<file path="src/rtl/phase_to_amplitude.sv">
// phase_to_amplitude: 3-stage phase-to-amplitude converter for a DDS.
// Turns an 8-bit phase into an 8-bit offset-binary sample (midscale 128)
// for a sine, triangle, sawtooth or square wave, with a power-of-two
// attenuation applied around midscale.
//
// Ports
//   clk        in   1  rising-edge clock for all state
//   reset      in   1  asynchronous active-high reset
//   en         in   1  pipeline advance enable (0 = every register holds)
//   in_valid   in   1  phase_in carries a sample this cycle
//   phase_in   in   8  unsigned phase, 256 steps per period
//   wave_sel   in   2  00 sine, 01 triangle, 10 sawtooth, 11 square
//   atten      in   3  attenuation as an arithmetic right-shift count
//   out_valid  out  1  amp_out holds a new sample
//   amp_out    out  8  offset-binary amplitude, held while out_valid=0
module phase_to_amplitude (
    input  logic       clk,
    input  logic       reset,
    input  logic       en,
    input  logic       in_valid,
    input  logic [7:0] phase_in,
    input  logic [1:0] wave_sel,
    input  logic [2:0] atten,
    output logic       out_valid,
    output logic [7:0] amp_out
);

    localparam int unsigned PHASE_W = 8;
    localparam int unsigned AMP_W   = 8;
    localparam int unsigned SEL_W   = 2;
    localparam int unsigned ATT_W   = 3;
    localparam int unsigned LUT_W   = 7;
    localparam int unsigned IDX_W   = 6;

    localparam logic [SEL_W-1:0] SEL_SINE = 2'b00;
    localparam logic [SEL_W-1:0] SEL_TRI  = 2'b01;
    localparam logic [SEL_W-1:0] SEL_SAW  = 2'b10;
    localparam logic [SEL_W-1:0] SEL_SQR  = 2'b11;

    localparam logic [AMP_W-1:0] MIDSCALE = 8'd128;

    // Quarter-wave sine table sampled at half-step offsets, amplitude 127.
    function automatic logic [LUT_W-1:0] f_lut(input logic [IDX_W-1:0] idx);
        logic [LUT_W-1:0] v;
        v = 7'd0;
        case (idx)
            6'd0:  v = 7'd2;    6'd1:  v = 7'd5;    6'd2:  v = 7'd8;    6'd3:  v = 7'd11;
            6'd4:  v = 7'd14;   6'd5:  v = 7'd17;   6'd6:  v = 7'd20;   6'd7:  v = 7'd23;
            6'd8:  v = 7'd26;   6'd9:  v = 7'd29;   6'd10: v = 7'd32;   6'd11: v = 7'd35;
            6'd12: v = 7'd38;   6'd13: v = 7'd41;   6'd14: v = 7'd44;   6'd15: v = 7'd47;
            6'd16: v = 7'd50;   6'd17: v = 7'd53;   6'd18: v = 7'd56;   6'd19: v = 7'd58;
            6'd20: v = 7'd61;   6'd21: v = 7'd64;   6'd22: v = 7'd67;   6'd23: v = 7'd69;
            6'd24: v = 7'd72;   6'd25: v = 7'd74;   6'd26: v = 7'd77;   6'd27: v = 7'd79;
            6'd28: v = 7'd82;   6'd29: v = 7'd84;   6'd30: v = 7'd86;   6'd31: v = 7'd89;
            6'd32: v = 7'd91;   6'd33: v = 7'd93;   6'd34: v = 7'd95;   6'd35: v = 7'd97;
            6'd36: v = 7'd99;   6'd37: v = 7'd101;  6'd38: v = 7'd103;  6'd39: v = 7'd105;
            6'd40: v = 7'd106;  6'd41: v = 7'd108;  6'd42: v = 7'd110;  6'd43: v = 7'd111;
            6'd44: v = 7'd113;  6'd45: v = 7'd114;  6'd46: v = 7'd115;  6'd47: v = 7'd117;
            6'd48: v = 7'd118;  6'd49: v = 7'd119;  6'd50: v = 7'd120;  6'd51: v = 7'd121;
            6'd52: v = 7'd122;  6'd53: v = 7'd123;  6'd54: v = 7'd124;  6'd55: v = 7'd124;
            6'd56: v = 7'd125;  6'd57: v = 7'd125;  6'd58: v = 7'd126;  6'd59: v = 7'd126;
            6'd60: v = 7'd127;  6'd61: v = 7'd127;  6'd62: v = 7'd127;  6'd63: v = 7'd127;
        endcase
        return v;
    endfunction

    // Stage 1: captured sample and its own settings
    logic               r_s1_valid;
    logic [PHASE_W-1:0] r_s1_phase;
    logic [SEL_W-1:0]   r_s1_sel;
    logic [ATT_W-1:0]   r_s1_atten;

    // Stage 2: raw waveform value
    logic               r_s2_valid;
    logic [AMP_W-1:0]   r_s2_raw;
    logic [ATT_W-1:0]   r_s2_atten;

    // Stage 3: attenuated output
    logic               r_out_valid;
    logic [AMP_W-1:0]   r_amp;

    logic [IDX_W-1:0]   w_idx;
    logic [LUT_W-1:0]   w_lut;
    logic [AMP_W-1:0]   w_tri;
    logic [AMP_W-1:0]   w_raw;
    logic signed [8:0]  w_c;
    logic signed [8:0]  w_shift;
    logic [AMP_W-1:0]   w_amp;

    // Raw waveform from the stage-1 phase; odd quadrants read the table mirrored (63-i == ~i).
    always_comb begin
        w_idx = r_s1_phase[6] ? ~r_s1_phase[5:0] : r_s1_phase[5:0];
        w_lut = f_lut(w_idx);
        w_tri = {r_s1_phase[6:0], 1'b0};
        w_raw = '0;
        case (r_s1_sel)
            SEL_SINE: w_raw = r_s1_phase[7] ? (8'd127 - {1'b0, w_lut})
                                            : (MIDSCALE + {1'b0, w_lut});
            SEL_TRI:  w_raw = r_s1_phase[7] ? ~w_tri : w_tri;
            SEL_SAW:  w_raw = r_s1_phase;
            SEL_SQR:  w_raw = r_s1_phase[7] ? 8'd0 : 8'd255;
        endcase
    end

    // Attenuation about midscale; the shifted value stays in -128..127, so the
    // re-offset fits 8 bits and can be done modulo 256.
    always_comb begin
        w_c     = $signed({1'b0, r_s2_raw}) - 9'sd128;
        w_shift = w_c >>> r_s2_atten;
        w_amp   = 8'(w_shift) + MIDSCALE;
    end

    // Pipeline registers: valids always advance with en, data only behind a valid.
    always_ff @(posedge clk or posedge reset) begin
        if (reset) begin
            r_s1_valid  <= 1'b0;
            r_s1_phase  <= '0;
            r_s1_sel    <= '0;
            r_s1_atten  <= '0;
            r_s2_valid  <= 1'b0;
            r_s2_raw    <= '0;
            r_s2_atten  <= '0;
            r_out_valid <= 1'b0;
            r_amp       <= MIDSCALE;
        end else if (en) begin
            r_s1_valid <= in_valid;
            if (in_valid) begin
                r_s1_phase <= phase_in;
                r_s1_sel   <= wave_sel;
                r_s1_atten <= atten;
            end
            r_s2_valid <= r_s1_valid;
            if (r_s1_valid) begin
                r_s2_raw   <= w_raw;
                r_s2_atten <= r_s1_atten;
            end
            r_out_valid <= r_s2_valid;
            if (r_s2_valid) begin
                r_amp <= w_amp;
            end
        end
    end

    assign out_valid = r_out_valid;
    assign amp_out   = r_amp;

endmodule
</file>
<file path="config.mk">
export PLATFORM = sky130hd
export DESIGN_NAME = phase_to_amplitude
export DESIGN_NICKNAME = d
export VERILOG_FILES = /design/src/rtl/phase_to_amplitude.sv
export SDC_FILE = /design/constraint.sdc
export NUM_CORES = 1
export LEC_CHECK = 0
export ABC_CLOCK_PERIOD_IN_PS = 2500
export BUFFER_PORTS_ARGS = -buffer_cell sky130_fd_sc_hd__buf_4
export CAP_MARGIN = 10
export CORE_MARGIN = 2
export CORE_UTILIZATION = 56
export CTS_BUF_LIST = sky130_fd_sc_hd__clkbuf_8
export CTS_CLUSTER_DIAMETER = 50
export DETAILED_ROUTE_END_ITERATION = 12
export PLACE_DENSITY = 0.74
export SYNTH_ARGS = -nofsm -noshare
export SYNTH_HDL_FRONTEND = slang
export SYNTH_SLANG_ARGS = --single-unit
</file>
<file path="constraint.sdc">
create_clock -name clk -period 2.5 [get_ports clk]
set_clock_uncertainty 0.2 [all_clocks]
set_input_delay 0.25 -clock clk [delete_from_list [all_inputs] [get_ports clk]]
set_output_delay 0.25 -clock clk [all_outputs]
set_load 0.005 [all_outputs]
</file>
# After elaboration in Yosys (flattened, before gate mapping)
# Memory sizes are Yosys's and may differ from the RTL's.
# Cells that the tools add are included.
[totals] output_inout_bits=9 elab_cells=29 in_bits=17 mem_bits_ro=448 ff_bits=35 mem_count=1
[classes] addsub=4 n_shift=1 mux=5 reduce_logical=4 bitwise=2 eq_ne=3
[mem_list] memory="(name not given)" words=64 word_bits=7 read_ports=1 rd_ports_with_merged_regs=0 wr=0 line_no="46" source="case (idx)"
[op_table] operator="$pmux 8 s4" count=1
[op_table] operator="$mux 8" count=3
[op_table] operator="$sshr 9x3->8" count=1
[op_table] operator="$sub 8x8->9 const B" count=1
[op_table] operator="$add 8x7->8 const A" count=1
[op_table] operator="$add 8x8->8 const B" count=1
[op_table] operator="$not 8->8" count=1
[op_table] operator="$sub 7x7->8 const A" count=1
[op_table] operator="$mux 6" count=1
[op_table] operator="$not 6->6" count=1
[op_table] operator="$reduce_and 2->1" count=3
[op_table] operator="$eq 2x2->1 const B" count=2
[op_table] operator="$eq 2x1->1 const B" count=1
[op_table] operator="$logic_not 2->1" count=1

# Depth between registers and ports, before layout
# Gate-level depths: netlist of run 1.
# An unclocked memory read counts as a cell.
[depth] depth_word=6 depth_mapped=8 ltp_nobuf=6

# Worst setup path after synthesis of run 1
# No wires, ideal clock.
[synth_timing] path_kind="register to register" from="reg r_s1_phase[4]" to="reg r_s2_raw[2]" stages_incl_launch_ff=8 setup_ns=0.126 arrival_time_ns=1.578 t_required_ns=2.174 period_less_slack_ns=1.905 slack_ns=0.595 n_path_buf=1 path_cell_list="dfrtp_1 buf_4 or4b_1 o211ai_1 a32oi_1 a32o_1 nor3_1 a211oi_1"
[synth_between] elab_chain_cells=6 word_cells_on_any_way=7 classes_between="add/sub: 2; mux: 3; bitwise: 1; memory: 1"
[synth_rtl] item="start: declaration" line_no="69" source="logic [PHASE_W-1:0] r_s1_phase;"
[synth_rtl] item="start signal: assignment" line_no="128" source="r_s1_phase <= phase_in;"
[synth_rtl] item="$not 6->6" line_no="92" source="w_idx = r_s1_phase[6] ? ~r_s1_phase[5:0] : r_s1_phase[5:0];"
[synth_rtl] item="$mux 6 (*)" line_no="92"
[synth_rtl] item="$mem_v2 64x7 (*)"
[synth_rtl] item="$add 8x7->8 / $sub 7x7->8 (equally long branches)" line_no="98, 97"
[synth_rtl] item="$mux 8 (*)" line_no="97" source="SEL_SINE: w_raw = r_s1_phase[7] ? (8'd127 - {1'b0, w_lut})"
[synth_rtl] item="$pmux 8 s4 (*)" line_no="96" source="case (r_s1_sel)"
[synth_rtl] item="end signal: assignment" line_no="134" source="r_s2_raw <= w_raw;"
[synth_rtl] item="end: declaration" line_no="75" source="logic [AMP_W-1:0] r_s2_raw;"
# Mark *: on every way between the ends. The rest lies on a longest branch, timed or not.
# A chain may end at the register's enable or synchronous reset.

# Final worst setup path of run 1
[layout_timing] from="reg r_s1_phase[6]" to="reg r_s2_raw[1]"
[layout_between] elab_chain_cells=5 word_cells_on_any_way=6 classes_between="add/sub: 2; mux: 3; memory: 1"
[layout_rtl] item="$mux 6 (*)" line_no="92"
[layout_rtl] item="$mem_v2 64x7 (*)"
[layout_rtl] item="$add 8x7->8 / $sub 7x7->8 (equally long branches)" line_no="98, 97"
[layout_rtl] item="$mux 8 (*)" line_no="97"
[layout_rtl] item="$pmux 8 s4 (*)" line_no="96"
# Marked as above.

==> metrics.txt, run 1 <==
outcome finished, final reports clean; Antenna diodes 0; port bufs 25; H-tree levels 2; Async S/R FF share, synth 100%; initial antenna violation count 0; Overflow after GRT 0; Layout area overhead 16.8%; total CTS buffers 5; DR DRC count 0; Hold Startpoint in_valid; TNS Setup 0 ps; fin crit period 2370 ps; clk_lat worst skew 290 ps; Die W 76.2 um; total core area 5070 um^2; Pwr per Cell Area 778 nW/um^2; most frequent cells in the layout 43 x buf_4, 37 x nand2_1, 36 x o21ai_0, 33 x dfrtp_1, 27 x a21oi_1; Die H 76.2 um; Leak Pwr 0.00144 uW; largest family of logic cells by synthesized area compound AO/OA/AOI/OAI gates; Max-cap violations 0; final WL 7650 um; syn nets 377; Finished Layout Cells 466; FMAX 421 MHz; sequential area share after synthesis 30.1%; Startpoint Class flop; Tcrit/Tclk final 94.9%; Detail Placement HPWL 5280 um; commonest non-fill, non-tap cell in the layout buf_4; share of the synthesized area in the top cell type 29.2%; CTS clk-pin slew, worst paths 70 ps; slew margin rel. 63.7%; Post-Syn Area 2920 um^2; Slew Viols, Final 0; TritonCTS clock tree done; Synth Area in Adders 0%; number of library cell types mapped by synthesis 66; CP endpoint kind flop; Synth Area in Compound Gates 26.7%; flop-to-flop setup slack 130 ps; Synth area leaders dfrtp_1 29%, o21ai_0 6.2%, mux2_2 5.8%; post-route ant nets 0; Hold EP r_s1_valid$_DFFE_PP0P_; post-DR wirelength/cell 16.4 um; mean post-synth cell area 8.10 um^2; VDD IR max 518 uV; # setup viols final 0; Hold Path Class in -> reg; num ports 26; simple-gate portion of the synthesized area 21.5%; Cell Rows 26; Crit Path Class reg -> reg; Synth area leader dfrtp_1; WP data arrival 2340 ps; post-CTS setup buffers 0; CTS Buffer Depth 2; Core Util, Final 67.1%; #FFs+latches synth 35; nets 412; post-synthesis mux area share 11.0%; number of synthesized flops with an enable pin 0; R2R Path Start r_s1_phase[6]$_DFFE_PP0P_; Starting Density 57.5%; share of cells above drive strength 1 19.4%; WHS Path Cells 3; Synth warnings 0; via count 2,882; CP required 2470 ps; clock sinks 35; Root Buffer clkbuf_8; DRT Pass-1 Iters 5; vias per inst 6.18; Inst Count DP 443; vias in the first global route 2,690; Mapped Cells 360; largest net degree at the start of global routing 36; global placer's final weighted congestion 0.958; GR Util All Layers 27.6%; global-route wire length before repair 12,900 um; Critical Path Fanout Max 18; Post-Synth XOR/XNOR Area 2.40%; cell count of the worst reg-to-reg path 6; RR Endpoint r_s2_raw[1]$_DFFE_PP0P_; endpoints failing hold 0; RSZ-0062 raised after global routing false; Worst-Margin Slew 531 ps; die footprint 5800 um^2; Iter 0 DRT Violations 329; ys flop type dfrtp_1
## stage by stage
| stage | setup slack [ps] | hold slack, ps | power [uW] | cell area [um^2] |
|---|---|---|---|---|
| 3_3_place_gp | 145 | 180 | 2050 | 3140 |
| 3_5_place_dp | 181 | 190 | 2070 | 3140 |
| 4_1_cts | 152 | 0.917 | 2640 | 3390 |
| 5_1_grt | 50.0 | 137 | 2840 | 3410 |
| 2_1_floorplan | 595 | 146 | 1740 | 2920 |
| 6_report | 127 | 124 | 2650 | 3410 |
## layout make-up
cell class	count	area (um^2)
Clock buffer	6	82.6
Clock inverter	2	35.0
Fill cell	434	1670
Inverter	14	52.6
Multi-Input combinational cell	281	1800
Sequential cell	35	878
Tap cell	70	87.6
Timing Repair Buffer	58	473
## logic make-up (layout without fill, tap and decap cells)
family | count (synthesis) | count (layout)
buf+inv | 44 | 80
mux | 29 | 29
xor+xnor | 8 | 8
flops | 35 | 35
compound gates | 123 | 123
simple gates | 121 | 121
## worst max-delay path by stage
stage	slack, ps	start	to	depth (start not counted)
2_1_floorplan	600	r_s1_phase[4]$_DFFE_PP0P_	r_s2_raw[2]$_DFFE_PP0P_	7
6_report	130	r_s1_phase[6]$_DFFE_PP0P_	r_s2_raw[1]$_DFFE_PP0P_	6
3_5_place_dp	180	r_s1_phase[6]$_DFFE_PP0P_	r_s2_raw[1]$_DFFE_PP0P_	6
3_3_place_gp	140	r_s1_phase[6]$_DFFE_PP0P_	r_s2_raw[1]$_DFFE_PP0P_	6
4_1_cts	150	r_s1_phase[6]$_DFFE_PP0P_	r_s2_raw[1]$_DFFE_PP0P_	6
5_1_grt	50	r_s1_phase[6]$_DFFE_PP0P_	r_s2_raw[1]$_DFFE_PP0P_	6
## state kept, by name, indices dropped and copies added, names as in the netlist
| register | flops |
|---|---|
| r_s1_valid | 1 |
| amp_out | 8 |
| r_s2_atten | 3 |
| r_s1_atten | 3 |
| r_s1_sel | 2 |
| r_s1_phase | 8 |
| out_valid | 1 |
| r_s2_raw | 8 |
| r_s2_valid | 1 |
## report_power, final
part / internal (uW) / total [uW] / switching, uW
Combinational: 568 / 1170 / 599
Sequential: 724 / 946 / 222
Clock: 323 / 536 / 213
## synthesized netlist by cell type (5+ instances only)
| library cell | instances |
|---|---|
| a211oi_1 | 5 |
| a21oi_1 | 27 |
| a221oi_1 | 6 |
| buf_2 | 8 |
| buf_4 | 6 |
| buf_6 | 6 |
| clkbuf_1 | 8 |
| dfrtp_1 | 34 |
| inv_1 | 11 |
| mux2_2 | 15 |
| mux2i_1 | 13 |
| nand2_1 | 37 |
| nand2b_1 | 12 |
| nand3_1 | 7 |
| nor2_1 | 24 |
| nor2b_1 | 5 |
| nor3_1 | 7 |
| o21ai_0 | 36 |
| o22ai_1 | 9 |
| xnor2_1 | 6 |
## worst max-delay path: stages, from the launching register on
cell and delay, ps:
dfrtp_1 700, nand2b_1 280, o22a_1 260, o2111a_1 230, nor4_2 310, xnor2_1 170, o22ai_1 90
## per-layer routing
| metal | GRT usage, % | share of wire [%] | up-vias |
|---|---|---|---|
| met3 | 4.98 | 6.9 | 17 |
| met5 | 0 | 0 | - |
| li1 | - | - | 1393 |
| met4 | 11.1 | 2.2 | 0 |
| met2 | 42.4 | 46 | 126 |
| met1 | 38.7 | 45 | 1346 |
## repair_timing
item | in CTS | in global routing
gates resized for setup | 0 | 1
hold buffers | 14 | 1
endpoints found under the hold margin | 48 | 1
setup endpoints to repair | 0 | 1
(Power assumes the default switching activity.)
==> run 2, diff against run 1 <==
--- a/config.mk
+++ b/config.mk
@@ -8,12 +8,14 @@
 export ABC_CLOCK_PERIOD_IN_PS = 2500
 export BUFFER_PORTS_ARGS = -buffer_cell sky130_fd_sc_hd__buf_4
 export CAP_MARGIN = 10
+export CELL_PAD_IN_SITES_DETAIL_PLACEMENT = 1
+export CELL_PAD_IN_SITES_GLOBAL_PLACEMENT = 1
 export CORE_MARGIN = 2
-export CORE_UTILIZATION = 56
+export CORE_UTILIZATION = 47
 export CTS_BUF_LIST = sky130_fd_sc_hd__clkbuf_8
 export CTS_CLUSTER_DIAMETER = 50
 export DETAILED_ROUTE_END_ITERATION = 12
-export PLACE_DENSITY = 0.74
+export PLACE_DENSITY = 0.81
 export SYNTH_ARGS = -nofsm -noshare
 export SYNTH_HDL_FRONTEND = slang
 export SYNTH_SLANG_ARGS = --single-unit
==> run 2 against run 1 <==
Against the previous run: total power shrank 1.6%; combinational power is 4% higher; non-clock buffer count rose by 1; sequential cell count unchanged; via count grew 2.0%; clock power is 18% lower; critical path type unchanged; largest power group unchanged; highest routed layer unchanged.
==> metrics.txt, run 2 (synthesis gave the netlist of run 1 again) <==
outcome finished, final reports clean; Core Util, Final 56.9%; Crit Path Class reg -> reg; Root Buffer clkbuf_8; FMAX 423 MHz; Inst Count DP 449; Detail Placement HPWL 6360 um; total CTS buffers 5; Cell Rows 28; Layout area overhead 16.2%; TNS Setup 0 ps; most frequent cells in the layout 44 x buf_4, 37 x nand2_1, 36 x o21ai_0, 31 x dfrtp_1, 27 x a21oi_1; num ports 26; post-DR wirelength/cell 19.9 um; global placer's final weighted congestion 0.969; slew margin rel. 58.5%; Pwr per Cell Area 769 nW/um^2; Antenna diodes 0; Critical path origin r_s1_phase[1]$_DFFE_PP0P_; Finished Cell Area 3390 um^2; Critical Path Fanout Max 9; post-CTS setup buffers 0; dpl cell area 3150 um^2; VDD IR max 421 uV; final WL 9380 um; Overflow after GRT 0; share of cells above drive strength 1 19.9%; Worst path slowest cell dfrtp_1; worst path cell trace buf_4, nor2b_1, o21ai_0, and3_1, a211o_1, a311oi_1, nor3_1; FILL cells 745; H-tree levels 2; cell count of the worst reg-to-reg path 7; endpoints failing hold 0; post-route ant nets 0; nets 413; TritonCTS clock tree done; largest net degree at the start of global routing 36; Iter 0 DRT Violations 258; port bufs 25; Hold EP r_s2_atten[0]$_DFFE_PP0P_; CTS clk-pin slew, worst paths 90 ps; Worst-Margin Slew 621 ps; delay-heaviest family, CP compound AO/OA/AOI/OAI gates; vias in the first global route 2,916; Hold Startpoint r_s1_atten[0]$_DFFE_PP0P_; CP max stage delay 520 ps; RSZ-0062 raised after global routing false; Buf/Inv on CP 1; R2R Path Start r_s1_phase[1]$_DFFE_PP0P_; DRT Pass-1 Iters 4; Hold Path Class reg -> reg; clk_lat worst skew 300 ps; WP data arrival 2350 ps; CP endpoint kind flop; total core area 5960 um^2; vias per inst 6.23; clock sinks 35; die footprint 6850 um^2; Slew Viols, Final 0; commonest non-fill, non-tap cell in the layout buf_4; Finished Layout Cells 472; DR DRC count 0; fin crit period 2360 ps; flop-to-flop setup slack 140 ps; via count 2,941; CTS Buffer Depth 2; total power 2610 uW; WHS Path Cells 2; global-route wire length before repair 15,300 um; GR Util All Layers 29.8%; Tcrit/Tclk final 94.6%; Die H 82.8 um; Die W 82.8 um; Leak Pwr 0.00143 uW; # setup viols final 0; CP required 2480 ps; initial antenna violation count 0; Starting Density 49.0%; RR Endpoint r_s2_raw[3]$_DFFE_PP0P_; Startpoint Class flop; Max-cap violations 0
==> run 2: area by class of cell <==
class	count	area, um^2	area share [%]
multi-input cells	281	1800	53.0
flip-flops and latches	35	881	26.0
repair buffers	59	480	14.2
well taps	75	93.8	2.77
clock buffers	5	68.8	2.03
inverters	14	52.6	1.55
clock inverters	3	16.3	0.480
==> run 2: worst max path at each step <==
stage                              end  slack, ps  depth (start not counted)
2_1_floorplan  r_s2_raw[2]$_DFFE_PP0P_        600                          7
3_3_place_gp   r_s2_raw[1]$_DFFE_PP0P_        240                          6
3_5_place_dp   r_s2_raw[1]$_DFFE_PP0P_        190                          6
4_1_cts        r_s2_raw[1]$_DFFE_PP0P_        170                          6
5_1_grt        r_s2_raw[1]$_DFFE_PP0P_          3                          6
6_report       r_s2_raw[3]$_DFFE_PP0P_        140                          7
==> run 2: timing repair <==
action | 4_1_cts | 5_1_grt
gates resized for setup | 0 | 3
hold buffers | 15 | 0
endpoints found under the setup margin | 0 | 3
hold endpoints to repair | 49 | 0
==> run 2: worst min-delay path, cell delays in order (launching register included) <==
cell	delay, ps
dfrtp_1	350
nand2_1	50
nand2_1	50
==> run 2: metal layers <==
| layer | track usage (%) | part of all wire [%] | vias up |
|---|---|---|---|
| met1 | 40.9 | 45 | 1439 |
| met3 | 4.33 | 5.6 | 12 |
| met4 | 8.03 | 1.5 | 0 |
| met2 | 49.0 | 48 | 104 |
| li1 | - | - | 1386 |
| met5 | 0 | 0 | - |
==> run 2: power breakdown <==
| group | switching (uW) | total (uW) | internal, uW |
|---|---|---|---|
| clock network | 250 | 442 | 192 |
| registers | 216 | 940 | 725 |
| logic | 650 | 1220 | 574 |
==> run 2: per-stage QoR <==
stage | hold WS, ps | setup slack [ps]
final | 285 | 135
after detailed placement | 207 | 187
after CTS | 282 | 167
after floorplan | 146 | 595
after global placement | 183 | 243
after global routing | 312 | 3.15
